===== src/rtl/fan_pkg.sv =====
// Shared fan encodings: operating modes, motor speed levels and the
// NATURAL wind pattern, used by the scheduler, off-timer and motor blocks.
package fan_pkg;

  typedef enum logic [1:0] {
    MODE_OFF     = 2'd0,
    MODE_MANUAL  = 2'd1,
    MODE_NATURAL = 2'd2,
    MODE_SLEEP   = 2'd3
  } fan_mode_e;

  localparam logic [1:0] LVL_OFF  = 2'd0;
  localparam logic [1:0] LVL_LOW  = 2'd1;
  localparam logic [1:0] LVL_MID  = 2'd2;
  localparam logic [1:0] LVL_HIGH = 2'd3;

  // NATURAL breeze repeats low, mid, high, mid.
  function automatic logic [1:0] nat_level(input logic [1:0] step);
    case (step)
      2'd0:    nat_level = LVL_LOW;
      2'd1:    nat_level = LVL_MID;
      2'd2:    nat_level = LVL_HIGH;
      default: nat_level = LVL_MID;
    endcase
  endfunction

  // Front-panel LEDs are one-hot {SLEEP, NATURAL, MANUAL}, dark in OFF.
  function automatic logic [2:0] mode_led_of(input fan_mode_e m);
    case (m)
      MODE_MANUAL:  mode_led_of = 3'b001;
      MODE_NATURAL: mode_led_of = 3'b010;
      MODE_SLEEP:   mode_led_of = 3'b100;
      default:      mode_led_of = 3'b000;
    endcase
  endfunction

endpackage


===== src/rtl/ms_tick_gen.sv =====
// Millisecond prescaler: pulses tick for one cycle every TICK_CYCLES clocks,
// restarting its count from zero whenever clr is asserted.
module ms_tick_gen #(
  parameter int unsigned TICK_CYCLES = 100_000
) (
  input  logic clk,
  input  logic reset_p,
  input  logic clr,
  output logic tick
);

  localparam int unsigned CW = (TICK_CYCLES > 1) ? $clog2(TICK_CYCLES) : 1;
  localparam logic [CW-1:0] LAST = CW'(TICK_CYCLES - 1);
  localparam logic [CW-1:0] ONE  = CW'(1);

  logic [CW-1:0] cnt_q, cnt_d;

  assign tick = (cnt_q == LAST);

  always_comb begin
    cnt_d = cnt_q + ONE;
    if (clr || tick) cnt_d = '0;
  end

  // NOTE: reset is synchronous, so it is sampled inside the clocked block only.
  always_ff @(posedge clk) begin
    if (reset_p) cnt_q <= '0;
    else         cnt_q <= cnt_d;
  end

endmodule


===== src/rtl/fan_wind_scheduler.sv =====
// Fan mode controller: picks the motor speed level each cycle from buttons,
// off-timer expiry, timed wind patterns and ultrasonic proximity pause.
module fan_wind_scheduler
  import fan_pkg::*;
#(
  parameter int unsigned TICK_CYCLES   = 100_000,
  parameter int unsigned NAT_STEP_MS   = 2000,
  parameter int unsigned SLEEP_STEP_MS = 600_000,
  parameter int unsigned DIST_NEAR_CM  = 10,
  parameter int unsigned DIST_HYST_CM  = 5,
  parameter int unsigned DIST_HOLD_MS  = 3000
) (
  input  logic        clk,
  input  logic        reset_p,
  input  logic        mode_btn,
  input  logic        speed_btn,
  input  logic        timer_expired,
  input  logic [11:0] distance,
  input  logic        distance_valid,
  output logic [1:0]  speed_level,
  output logic        motor_en,
  output logic [1:0]  mode,
  output logic [2:0]  mode_led,
  output logic        paused
);

  localparam int unsigned MAX_A  = (NAT_STEP_MS > SLEEP_STEP_MS) ? NAT_STEP_MS : SLEEP_STEP_MS;
  localparam int unsigned MAX_MS = (MAX_A > DIST_HOLD_MS) ? MAX_A : DIST_HOLD_MS;
  localparam int unsigned DW     = $clog2(MAX_MS) + 1;

  localparam logic [DW-1:0] NAT_LAST   = DW'(NAT_STEP_MS - 1);
  localparam logic [DW-1:0] SLEEP_LAST = DW'(SLEEP_STEP_MS - 1);
  localparam logic [DW-1:0] HOLD_LAST  = DW'(DIST_HOLD_MS - 1);
  localparam logic [DW-1:0] ONE        = DW'(1);
  localparam logic [11:0]   NEAR_CM    = 12'(DIST_NEAR_CM);
  localparam logic [11:0]   CLEAR_CM   = 12'(DIST_NEAR_CM + DIST_HYST_CM);

  fan_mode_e     state_q, state_d;
  logic [1:0]    level_q, level_d;
  logic [1:0]    step_q, step_d;
  logic [DW-1:0] dwell_q, dwell_d;
  logic [DW-1:0] clear_cnt_q, clear_cnt_d;
  logic          paused_q, paused_d;
  logic          last_clear_q, last_clear_d;
  logic [1:0]    speed_level_q;
  logic          motor_en_q;
  logic [2:0]    mode_led_q;

  logic tick, restart, go_off, eff_clear;

  ms_tick_gen #(.TICK_CYCLES(TICK_CYCLES)) u_tick (
    .clk     (clk),
    .reset_p (reset_p),
    .clr     (restart),
    .tick    (tick)
  );

  // A sample arriving this cycle is already the most recent one.
  assign eff_clear = distance_valid ? (distance >= CLEAR_CM) : last_clear_q;

  always_comb begin
    // NOTE: every next-state signal gets a default first so no latches are inferred.
    state_d      = state_q;
    level_d      = level_q;
    step_d       = step_q;
    dwell_d      = dwell_q;
    paused_d     = paused_q;
    last_clear_d = last_clear_q;
    clear_cnt_d  = clear_cnt_q;
    restart      = 1'b0;
    go_off       = 1'b0;

    if (tick && !paused_q) begin
      case (state_q)
        MODE_NATURAL: begin
          if (dwell_q == NAT_LAST) begin
            step_d  = step_q + 2'd1;
            level_d = nat_level(step_q + 2'd1);
            restart = 1'b1;
          end else begin
            dwell_d = dwell_q + ONE;
          end
        end
        MODE_SLEEP: begin
          if (dwell_q == SLEEP_LAST) begin
            if (level_q == LVL_MID) begin
              level_d = LVL_LOW;
              restart = 1'b1;
            end else begin
              go_off = 1'b1;
            end
          end else begin
            dwell_d = dwell_q + ONE;
          end
        end
        default: ;
      endcase
    end

    if (paused_q && eff_clear && tick) begin
      if (clear_cnt_q == HOLD_LAST) begin
        paused_d    = 1'b0;
        clear_cnt_d = '0;
      end else begin
        clear_cnt_d = clear_cnt_q + ONE;
      end
    end

    if (distance_valid) begin
      last_clear_d = (distance >= CLEAR_CM);
      if (distance < CLEAR_CM) clear_cnt_d = '0;
      if ((distance < NEAR_CM) && (state_q != MODE_OFF)) paused_d = 1'b1;
    end

    if (timer_expired) begin
      go_off = 1'b1;
    end else if (speed_btn) begin
      case (state_q)
        MODE_OFF: begin
          state_d = MODE_MANUAL;
          level_d = LVL_LOW;
          restart = 1'b1;
        end
        MODE_MANUAL: begin
          if (level_q == LVL_HIGH) begin
            go_off = 1'b1;
          end else begin
            level_d = level_q + 2'd1;
            restart = 1'b1;
          end
        end
        default: go_off = 1'b1;
      endcase
    end else if (mode_btn) begin
      case (state_q)
        MODE_MANUAL: begin
          state_d = MODE_NATURAL;
          step_d  = 2'd0;
          level_d = nat_level(2'd0);
          restart = 1'b1;
        end
        MODE_NATURAL: begin
          state_d = MODE_SLEEP;
          level_d = LVL_MID;
          restart = 1'b1;
        end
        MODE_SLEEP: begin
          state_d = MODE_MANUAL;
          level_d = LVL_LOW;
          restart = 1'b1;
        end
        default: ;
      endcase
    end

    if (go_off) begin
      state_d     = MODE_OFF;
      level_d     = LVL_OFF;
      step_d      = 2'd0;
      paused_d    = 1'b0;
      clear_cnt_d = '0;
      restart     = 1'b1;
    end

    if (restart) dwell_d = '0;
  end

  always_ff @(posedge clk) begin
    if (reset_p) begin
      state_q       <= MODE_OFF;
      level_q       <= LVL_OFF;
      step_q        <= 2'd0;
      dwell_q       <= '0;
      clear_cnt_q   <= '0;
      paused_q      <= 1'b0;
      last_clear_q  <= 1'b0;
      speed_level_q <= LVL_OFF;
      motor_en_q    <= 1'b0;
      mode_led_q    <= 3'b000;
    end else begin
      state_q       <= state_d;
      level_q       <= level_d;
      step_q        <= step_d;
      dwell_q       <= dwell_d;
      clear_cnt_q   <= clear_cnt_d;
      paused_q      <= paused_d;
      last_clear_q  <= last_clear_d;
      speed_level_q <= paused_d ? LVL_OFF : level_d;
      motor_en_q    <= !paused_d && (level_d != LVL_OFF);
      mode_led_q    <= mode_led_of(state_d);
    end
  end

  assign speed_level = speed_level_q;
  assign motor_en    = motor_en_q;
  assign mode        = state_q;
  assign mode_led    = mode_led_q;
  assign paused      = paused_q;

endmodule


===== config.mk =====
export PLATFORM = sky130hd
export DESIGN_NAME = fan_wind_scheduler
export DESIGN_NICKNAME = d
export VERILOG_FILES = /design/src/rtl/fan_pkg.sv /design/src/rtl/ms_tick_gen.sv /design/src/rtl/fan_wind_scheduler.sv
export SDC_FILE = /design/constraint.sdc
export NUM_CORES = 1
export LEC_CHECK = 0
export BUFFER_PORTS_ARGS = -buffer_cell sky130_fd_sc_hd__clkbuf_2
export CAP_MARGIN = 20
export CORE_AREA = 5 5 102 76
export CTS_CLUSTER_DIAMETER = 200
export CTS_CLUSTER_SIZE = 40
export DETAILED_ROUTE_END_ITERATION = 7
export DIE_AREA = 0 0 107 81
export PLACE_DENSITY = 0.81
export SYNTH_ARGS = -nofsm -noshare
export SYNTH_HDL_FRONTEND = slang
export SYNTH_SLANG_ARGS = --single-unit

===== constraint.sdc =====
create_clock -name clk -period 2.9 [get_ports clk]
set_clock_uncertainty 0.05 [all_clocks]
set_input_delay 0 -clock clk [delete_from_list [all_inputs] [get_ports clk]]
set_output_delay 0 -clock clk [all_outputs]
set_load 0.02 [all_outputs]

==> metrics.md <==
| Metric | Value |
|---|---|
| Status | `finished clean` |
| Num CTS Buffers | `9` |
| Vias in the first global route | `3,191` |
| Worst Tran Pin Value | `0.615 ns` |
| Maximum root-to-sink buffer count | `2` |
| Multi-input logic area | `2240 um^2` |
| RSZ-0062 raised after global routing | `no` |
| Register bit count reported by yosys | `73` |
| Yosys warns | `0` |
| Post-synth ARST share | `0%` |
| Fin. Hold Viols | `0` |
| Total number of vias | `3,501` |
| CTS sink count | `73` |
| Average wire per standard cell | `14.8 um` |
| # DRC | `0` |
| Fmax | `378 MHz` |
| Initial DRC Count | `283` |
| Nets in the synthesized netlist | `485` |
| Simple-gate share of the synthesized area | `32.9%` |
| Sequential-to-total area share from yosys stat | `37.9%` |
| Setup-failing EPs final | `0` |
| Worst-path clk slew | `0.08 ns` |
| Root buffer cell | `clkbuf_8` |
| Gate count of the mapped netlist | `453` |
| Die area | `8670 um^2` |
| Share of cells above drive strength 1 | `13.3%` |
| Die width | `107 um` |
| Synth unique cells | `59` |
| HPWL Detailed | `6100 um` |
| Final worst-path cycle share | `91.2%` |
| Starting density of the core | `58.7%` |
| Drt total wl | `8440 um` |
| Worst EP required | `3.14 ns` |
| Clock latency on the worst-skew pair | `0.36 ns` |
| Final std cells w/o fill | `571` |
| Final max-slew violation count | `0` |
| Cell Pwr Density | `464 nW/um^2` |
| Core Area | `6570 um^2` |
| Reg area | `1460 um^2` |
| Inst Count DP | `551` |
| WS Path Type | `flop to flop` |
| Setup crit end kind | `flop` |
| Commonest non-fill, non-tap cell in the layout | `dfxtp_1` |
| Largest net degree at the start of global routing | `39` |
| GRT Resource Usage Total | `20.4%` |
| Core Util, Final | `65.7%` |
| Post-route cell area | `4310 um^2` |
| Post-synthesis instance area | `3860 um^2` |
| Multiplexer share of the synthesized area | `0.779%` |
| Total Power | `2.00 mW` |
| Number of flops mapped to enable cells by yosys | `0` |
| CTS tree | `built` |
| Inserted Diodes | `0` |
| Hold Crit Class | `primary input to flop` |
| Vias per inst | `6.13` |
| Min cycle time layout | `2.64 ns` |
| Synth Area in Compound Gates | `12.0%` |
| Worst vdd ir | `0.000304 V` |
| Global-route wire length before repair | `14,300 um` |
| Largest family of logic cells by synthesized area | `simple AND/OR/NAND/NOR gates` |
| Fillers | `533` |
| Gr ovfl total | `0` |
| Worst path arrival time | `2.88 ns` |
| Nets | `517` |
| Crit path max fanout | `5` |
| Lkg Pwr | `1.54 nW` |
| CTS H-tree depth | `3` |
| Synth Area in XOR/XNOR | `7.95%` |
| GPL Wtd Cong | `0.942` |
| Startpoint types | `flop` |
| Placed cell area | `4050 um^2` |
| IO buf count | `26` |
| Post-synthesis average cell area | `8.51 um^2` |
| Ys flop type | `dfxtp_1` |
| ANT nets after route | `0` |
| P&R area growth vs syn | `11.8%` |
| Rel. slew slack | `58.6%` |
| Setup TNS | `0 ns` |
| Max cap viols | `0` |
| I/O pins | `27` |
| Antenna violations before repair | `0` |
| Synth Area in Adders | `4.54%` |
| Die height | `81 um` |
| Most frequent cells in the layout | `dfxtp_1 (73), nor2_1 (50), nand2_1 (31), xor2_1 (31), a21oi_1 (27)` |
| Drt pass-1 iters | `5` |
| Core Rows | `25` |
## worst max-delay path: stages, from the launching register on
cell and delay (ns):
dfxtp_1 0.36, inv_1 0.15, ha_1 0.27, or4b_2 0.62, nor2_1 0.35, o2bb2ai_1 0.16
nand2_1 0.07, a311o_1 0.40, a21oi_1 0.15
## worst paths after layout
check	startpoint	endpoint	slack, ns	depth (start not counted)
setup / recovery	mode[0]	motor_en	0.26	8
hold / removal	distance_valid	last_clear_q	0.03	4
setup reg to reg	mode[0]	motor_en	0.26	8
hold reg to reg	u_tick.cnt_q[0]	u_tick.cnt_q[0]	0.44	1
## state kept, by name, summed over array words and instances, names as in the netlist
register,count
mode_led,3
paused,1
step_q,2
mode,2
dwell_q,21
u_tick.cnt_q,17
level_q,2
last_clear_q,1
clear_cnt_q,21
speed_level,2
motor_en,1
## cell families after synthesis
logic type               Yosys count
AND/OR/NAND/NOR                  223
AO/OA/AOI/OAI                     75
flip-flops                        73
XOR/XNOR                          35
buffers and inverters             30
adder cells (fa/ha/maj)           14
multiplexers                       3
## synthesized netlist by cell type, drive strengths merged, types with 2 or more instances
cell    count  area (um^2)
nand2      31          116
o21ai      26          130
buf        10         78.8
nor3       18          101
and3       13         83.8
nor2b       6         37.5
a21o        3         23.8
mux2i       3         30.0
o211ai      2         15.0
clkbuf      5         18.8
xnor2       4         35.0
ha         14          175
nand4b      4         50.1
xor2       31          272
or3        20          130
nand3      22          110
inv        15         56.3
a21oi      28          144
dfxtp      73         1460
or4b        3         33.8
o31ai       3         27.5
nand4      22          138
nand3b      4         30.0
o21a        2         15.0
nor4b       4         50.1
nor2       50          188
and4        4         35.0
a311oi      2         17.5
and2        4         25.0
nand2b      4         25.0
and4b       3         30.0
nor3b       2         15.0
nor4        6         43.8
## cell type report
type	count	share of cell area, %
clock inverters	6	2.09
repair buffers	36	5.22
inverters	15	1.31
flip-flops and latches	73	33.9
clock buffers	10	3.19
multi-input cells	350	52.0
well taps	81	2.35
## through the flow
step                setup WS, ns  hold WS, ns
floorplan                  0.426       0.0216
global placement           0.337        0.142
detailed placement         0.243        0.147
CTS                        0.232       0.0285
global route              0.0893       0.0438
finish                     0.256       0.0312
## layer usage
| metal | global-route usage (%) | wire [um] |
|---|---|---|
| met5 | 0 | 0 |
| met4 | 8.17 | 218 |
| met3 | 5.88 | 597 |
| met2 | 32.2 | 3820 |
| met1 | 26.5 | 3810 |
## power by group
group	internal (mW)	switching [mW]
Clock	0.510	0.396
Combinational	0.0337	0.0497
Sequential	1.01	0.00461
## what timing repair did
action / CTS / global route
hold buffers: 3 / 0
resized for setup: 0 / 0
hold endpoints to repair: 4 / 0
setup endpoints to repair: 0 / 2
setup buffers: 0 / 1
Power figures use the tool's default switching activity.
